File: config.mk
export PLATFORM = sky130hd
export DESIGN_NAME = x_top_uart_tx_arb
export DESIGN_NICKNAME = d
export VERILOG_FILES = /design/src/rtl/x_top_uart_pkg.sv /design/src/rtl/x_top_rr_pick.sv /design/src/rtl/x_top_uart_tx_arb.sv
export SDC_FILE = /design/constraint.sdc
export NUM_CORES = 1
export LEC_CHECK = 0
export ABC_AREA = 1
export BUFFER_PORTS_ARGS = -buffer_cell sky130_fd_sc_hd__buf_2
export CAP_MARGIN = 20
export CELL_PAD_IN_SITES_DETAIL_PLACEMENT = 0
export CELL_PAD_IN_SITES_GLOBAL_PLACEMENT = 1
export CORE_AREA = 3 3 72 74
export CTS_CLUSTER_DIAMETER = 50
export DETAILED_ROUTE_END_ITERATION = 8
export DIE_AREA = 0 0 75 77
export PLACE_DENSITY = 0.89
export SYNTH_ARGS = -nofsm -noshare
export SYNTH_HDL_FRONTEND = slang
export SYNTH_SLANG_ARGS = --single-unit
export TNS_END_PERCENT = 30
File: constraint.sdc
create_clock -name i_clk -period 2.35 [get_ports i_clk]
set_clock_uncertainty 0.2 [all_clocks]
set_input_delay 0.1175 -clock i_clk [delete_from_list [all_inputs] [get_ports i_clk]]
set_output_delay 0.1175 -clock i_clk [all_outputs]
set_load 0.05 [all_outputs]
File: src/rtl/x_top_uart_pkg.sv
// x_top_uart_pkg
//   Shared types for the UART transmit path and its arbiter.
//   sm_arb_t : arbiter state (ARB picks a requester, SEND holds a frame)
//   byte_t   : one UART payload byte
//   rr_wrap  : modular index helper for round-robin scans
package x_top_uart_pkg;

  typedef enum logic {
    ARB  = 1'b0,
    SEND = 1'b1
  } sm_arb_t;

  typedef logic [7:0] byte_t;

  // (base + offs) mod n for base < n and offs < n, without a divider
  function automatic int rr_wrap(input int base, input int offs, input int n);
    int s;
    s = base + offs;
    return (s >= n) ? (s - n) : s;
  endfunction

endpackage

File: src/rtl/x_top_rr_pick.sv
// x_top_rr_pick
//   Combinational round-robin picker: returns the first set bit of i_req
//   scanning from i_ptr upward and wrapping at p_num-1.
// Ports
//   i_req   in  p_num    request vector
//   i_ptr   in  p_idx_w  scan start index (must be < p_num)
//   o_pick  out p_num    one-hot pick, zero when no request
//   o_idx   out p_idx_w  index of the picked request
//   o_any   out 1        at least one request present
module x_top_rr_pick
  import x_top_uart_pkg::*;
#(
  parameter int p_num   = 4,
  parameter int p_idx_w = 2
) (
  input  logic [p_num-1:0]   i_req,
  input  logic [p_idx_w-1:0] i_ptr,
  output logic [p_num-1:0]   o_pick,
  output logic [p_idx_w-1:0] o_idx,
  output logic               o_any
);

  logic found;

  always_comb begin
    o_pick = '0;
    o_idx  = '0;
    found  = 1'b0;
    for (int k = 0; k < p_num; k++) begin
      if (!found && i_req[rr_wrap(int'(i_ptr), k, p_num)]) begin
        found = 1'b1;
        o_idx = p_idx_w'(rr_wrap(int'(i_ptr), k, p_num));
        o_pick[rr_wrap(int'(i_ptr), k, p_num)] = 1'b1;
      end
    end
    o_any = found;
  end

endmodule

File: src/rtl/x_top_uart_tx_arb.sv
// x_top_uart_tx_arb
//   Shares one UART transmitter between p_num_req byte requesters with
//   per-byte round-robin arbitration and an optional per-requester lock that
//   keeps the grant for multi-byte messages. The granted byte is captured in
//   a holding register that stays stable for the whole frame.
// Ports
//   i_clk          in   1            clock
//   i_nrst         in   1            asynchronous active-low reset
//   i_req_valid    in   p_num_req    requester n has a byte on i_req_data[8n+:8]
//   i_req_data     in   8*p_num_req  flattened request bytes
//   i_req_lock     in   p_num_req    keep the grant with requester n after its byte
//   o_req_accept   out  p_num_req    one-hot pulse, byte taken
//   o_uart_data    out  8            byte for the UART TX, stable while valid
//   o_uart_valid   out  1            frame request to the UART TX
//   i_uart_accept  in   1            UART TX finished the frame
//   o_busy         out  1            frame in flight
//   o_grant_id     out  p_id_width   index of the last granted requester
//
// state | meaning
// ARB   | choose a requester; accept pulse and byte capture happen here
// SEND  | hold byte on the UART interface until the frame completes
module x_top_uart_tx_arb
  import x_top_uart_pkg::*;
#(
  parameter int p_num_req  = 4,
  parameter int p_id_width = (p_num_req > 1) ? $clog2(p_num_req) : 1
) (
  input  logic                   i_clk,
  input  logic                   i_nrst,
  input  logic [p_num_req-1:0]   i_req_valid,
  input  logic [8*p_num_req-1:0] i_req_data,
  input  logic [p_num_req-1:0]   i_req_lock,
  output logic [p_num_req-1:0]   o_req_accept,
  output logic [7:0]             o_uart_data,
  output logic                   o_uart_valid,
  input  logic                   i_uart_accept,
  output logic                   o_busy,
  output logic [p_id_width-1:0]  o_grant_id
);

  localparam logic [p_id_width-1:0] c_last_id = p_id_width'(p_num_req - 1);

  sm_arb_t               state_q, state_d;
  logic [p_id_width-1:0] ptr_q, ptr_d;
  logic [p_id_width-1:0] lock_id_q, lock_id_d;
  logic [p_id_width-1:0] grant_id_q, grant_id_d;
  logic                  lock_vld_q, lock_vld_d;
  byte_t                 hold_q, hold_d;

  logic [p_num_req-1:0]  rr_pick;
  logic [p_id_width-1:0] rr_idx;
  logic                  rr_any;

  logic                  grant;
  logic [p_id_width-1:0] gnt_idx;
  logic                  lock_owner_valid;
  logic                  lock_hold;

  x_top_rr_pick #(
    .p_num   (p_num_req),
    .p_idx_w (p_id_width)
  ) u_rr_pick (
    .i_req  (i_req_valid),
    .i_ptr  (ptr_q),
    .o_pick (rr_pick),
    .o_idx  (rr_idx),
    .o_any  (rr_any)
  );

  assign lock_owner_valid = lock_vld_q && i_req_valid[lock_id_q];
  // Locked owner idle but still asserting lock: everybody else waits.
  assign lock_hold        = lock_vld_q && i_req_lock[lock_id_q];

  always_ff @(posedge i_clk or negedge i_nrst) begin
    if (!i_nrst) begin
      state_q    <= ARB;
      ptr_q      <= '0;
      lock_vld_q <= 1'b0;
      lock_id_q  <= '0;
      grant_id_q <= '0;
      hold_q     <= '0;
    end else begin
      state_q    <= state_d;
      ptr_q      <= ptr_d;
      lock_vld_q <= lock_vld_d;
      lock_id_q  <= lock_id_d;
      grant_id_q <= grant_id_d;
      hold_q     <= hold_d;
    end
  end

  always_comb begin
    state_d      = state_q;
    ptr_d        = ptr_q;
    lock_vld_d   = lock_vld_q;
    lock_id_d    = lock_id_q;
    grant_id_d   = grant_id_q;
    hold_d       = hold_q;
    grant        = 1'b0;
    gnt_idx      = '0;
    o_req_accept = '0;

    case (state_q)
      ARB: begin
        if (lock_owner_valid) begin
          grant   = 1'b1;
          gnt_idx = lock_id_q;
        end else if (!lock_hold) begin
          // Lock released (or never held): round-robin may win this same cycle.
          lock_vld_d = 1'b0;
          if (rr_any) begin
            grant   = 1'b1;
            gnt_idx = rr_idx;
          end
        end

        if (grant) begin
          o_req_accept[gnt_idx] = 1'b1;
          hold_d     = i_req_data[8*gnt_idx +: 8];
          grant_id_d = gnt_idx;
          ptr_d      = (gnt_idx == c_last_id) ? '0 : gnt_idx + 1'b1;
          lock_vld_d = i_req_lock[gnt_idx];
          lock_id_d  = gnt_idx;
          state_d    = SEND;
        end
      end
      SEND: begin
        if (i_uart_accept) state_d = ARB;
      end
      default: state_d = ARB;
    endcase
  end

  assign o_uart_valid = (state_q == SEND);
  assign o_busy       = (state_q == SEND);
  assign o_uart_data  = hold_q;
  assign o_grant_id   = grant_id_q;

endmodule
==> metrics.csv <==
metric,value,unit
DP Wirelength,3203,um
failing checks,negative setup slack,
crit path max-delay cell type,dfrtp_2,
DRC,0,
initial core utilization,31.36,%
antenna violations before repair,0,
Hold WC Path Type,input port to flop,
# H-tree levels,1,
first-pass GRT wire length,7410,um
max_cap viols,0,
most frequent cells in the layout,"72 x nand2_1, 54 x buf_2, 40 x inv_1, 40 x nand3_1",
clock root buffer,clkbuf_8,
Worst-path clk slew,0.06,ns
FF-to-FF Start,ptr_q[0]$_DFFE_PN0P_,
RSZ-0062 raised after global routing,yes,
Buf/Inv on CP,3,
crit path DAT,2.11,ns
Skew-Pair Late Insertion Delay,0.25,ns
Die Width,75,um
clock sink count,14,
Die ar.,0.005775,sq mm
Fin. Hold Viols,0,
Synth Warn #,0,
Final Max Slew Viols,0,
die height,77,um
Setup CP Type,flop to primary output,
FF-to-FF setup slack,0.06,ns
antenna cells,0,
headroom to the max-slew limit,76.94,%
CTS max path bufs,2,
CP required,2.03,ns
Num CTS Buffers,3,
# nets final,369,
final critical-path share of the clock period,103.2,%
number of DRC violations after detailed-routing iteration 0,65,
Layout area overhead,49.31,%
Setup crit start kind,flop,
status,finished with violations,
Placement Setup Slack,0.04900,ns
number of global-route vias before repair,1700,
Final min period,2.425,ns
Setup TNS,-0.2288,ns
Fill cells,493,
RR Endpoint,o_uart_data[7]$_DFFE_PN0P_,
"flops & latches, synth",14,
Total GRT Usage,16.12,%
io pins,59,
CTS tree,done,
post-synthesis average cell area,5.941,sq um
Worst Slack Setup Final,-0.07540,ns
drt pass-1 iters,4,
crit-path most repeated cell,nand2_2,
FMAX,412.3,MHz
Post-Syn Area,0.001461,sq mm
Finished Layout Cells,375,
total grt overflow,0,
share of cells above drive strength 1,42.99,%
Avg Vias per Cell,4.584,
CP cell instances,clkinv_4 -> nand2_1 -> nand2_2 -> nand2_2 -> nand2_4 -> nor2_4 -> nand2_2 -> nand3_2 -> o21a_1 -> ha_2 -> inv_2 -> nor2_4 -> buf_8,
Placer Congestion,0.8001,
largest net degree at the start of global routing,20,
CP startpoint,ptr_q[0]$_DFFE_PN0P_,
syn nets,293,
cell count after synthesis,246,
Worst Setup End Kind,primary output,
Critical Path Fanout Max,8,
R2R cell count,16,
via count,1719,
row count,25,
Wirelength per Cell,12.50,um
CP endpoint,o_req_accept[1],
Worst path max stage delay,0.45,ns
Routed WL,4686,um
Worst-Margin Slew,0.3459,ns
Top delay family on crit path,simple AND/OR/NAND/NOR gates,
distinct cell type count after synthesis,21,
# setup viols final,4,
Post-DRT Antenna Nets,0,
Core ar.,0.004661,sq mm
Final Util,46.82,%
"commonest non-fill, non-tap cell in the layout",nand2_1,
post-synthesis sequential area ratio,23.97,%
dpl cells,356,
Worst path depth,13,
PortBufs,58,
==> cells in the mapped netlist <==
cell      n  area share (%)
inv_6     1            0.60
nand3_2   2             1.4
inv_1    45              12
nor2_1   12             3.1
buf_6     3             2.3
nor2_2    2            0.86
ha_1      4             3.4
o21ai_1   1            0.34
inv_2     1            0.26
nand2_1  88              23
o21ai_0   8             2.7
nand2_4   1            0.77
buf_4     3             1.5
dfrtp_1  14              24
nor2_8    1             1.4
nand3_4   2             2.4
o21a_1    2             1.0
nand4_1   1            0.43
nand2_2   6             2.6
buf_2     4             1.4
nand3_1  45              15
==> layout make-up <==
type                    instances  area (sq um)  share of cell area, %
flip-flops and latches         14         355.3                  16.28
inverters                      47         183.9                  8.429
well taps                      54         67.56                  3.096
multi-input cells             175          1005                  46.04
clock buffers                   4         55.05                  2.523
repair buffers                 81         515.5                  23.62
==> kinds of logic (layout without fill, tap and decap cells) <==
| logic type | Yosys count | after routing | share of synthesized area, % |
|---|---|---|---|
| AOI/OAI and AO/OA | 11 | 11 | 4.109 |
| buffers and inverters | 57 | 132 | 17.64 |
| DFF | 14 | 14 | 23.97 |
| and+or+nand+nor | 160 | 160 | 50.86 |
| adders and majority gates | 4 | 4 | 3.425 |
==> how the worst min path moves through the flow <==
stage	from	to	slack [ns]	cells after the start
after floorplan	i_nrst	lock_vld_q$_DFFE_PN0P_	-0.38	0
after global placement	i_nrst	ptr_q[1]$_DFFE_PN0P_	-0.17	1
after detailed placement	i_nrst	o_uart_data[6]$_DFFE_PN0P_	-0.15	1
after CTS	i_req_lock[0]	lock_vld_q$_DFFE_PN0P_	0.01	5
after global routing	i_req_lock[0]	lock_vld_q$_DFFE_PN0P_	0.09	5
final	i_req_lock[0]	lock_vld_q$_DFFE_PN0P_	0.01	5
==> metal layers <==
layer | wire length, um | vias up | GRT usage [%]
met2 | 2332 | 57 | 26.05
li1 | - | 898 | -
met4 | 116 | 0 | 6.584
met3 | 240 | 13 | 1.966
met1 | 1997 | 751 | 21.18
met5 | 0 | - | 0
==> registers in the layout (all words and copies together), names as in the netlist <==
signal	flops
o_uart_data	8
ptr_q	2
o_grant_id	2
lock_vld_q	1
o_busy	1
==> tightest hold or removal path: stages <==
cell and delay [ns]:
buf_2 0.09, nand2_1 0.05, nand3_1 0.06, nand3_1 0.06
nand2_1 0.05
==> through the flow <==
step | hold slack (ns) | cell area (sq um)
2_1_floorplan | -0.3781 | 1494
3_3_place_gp | -0.1674 | 1836
3_5_place_dp | -0.1545 | 1836
4_1_cts | 0.01051 | 2027
5_1_grt | 0.09202 | 2182
6_report | 0.01355 | 2182
==> what timing repair did <==
action / in CTS / in global routing
cloned: 0 / 0
hold buffers: 2 / 0
endpoints found under the setup margin: 4 / 13
buffers inserted: 6 / 7
hold endpoints to repair: 15 / 0
resized for setup: 28 / 31
pin swaps: 4 / 9
Power is not shown: default switching activity piles up to over one toggle a cycle in this logic, so the estimate is an artifact.
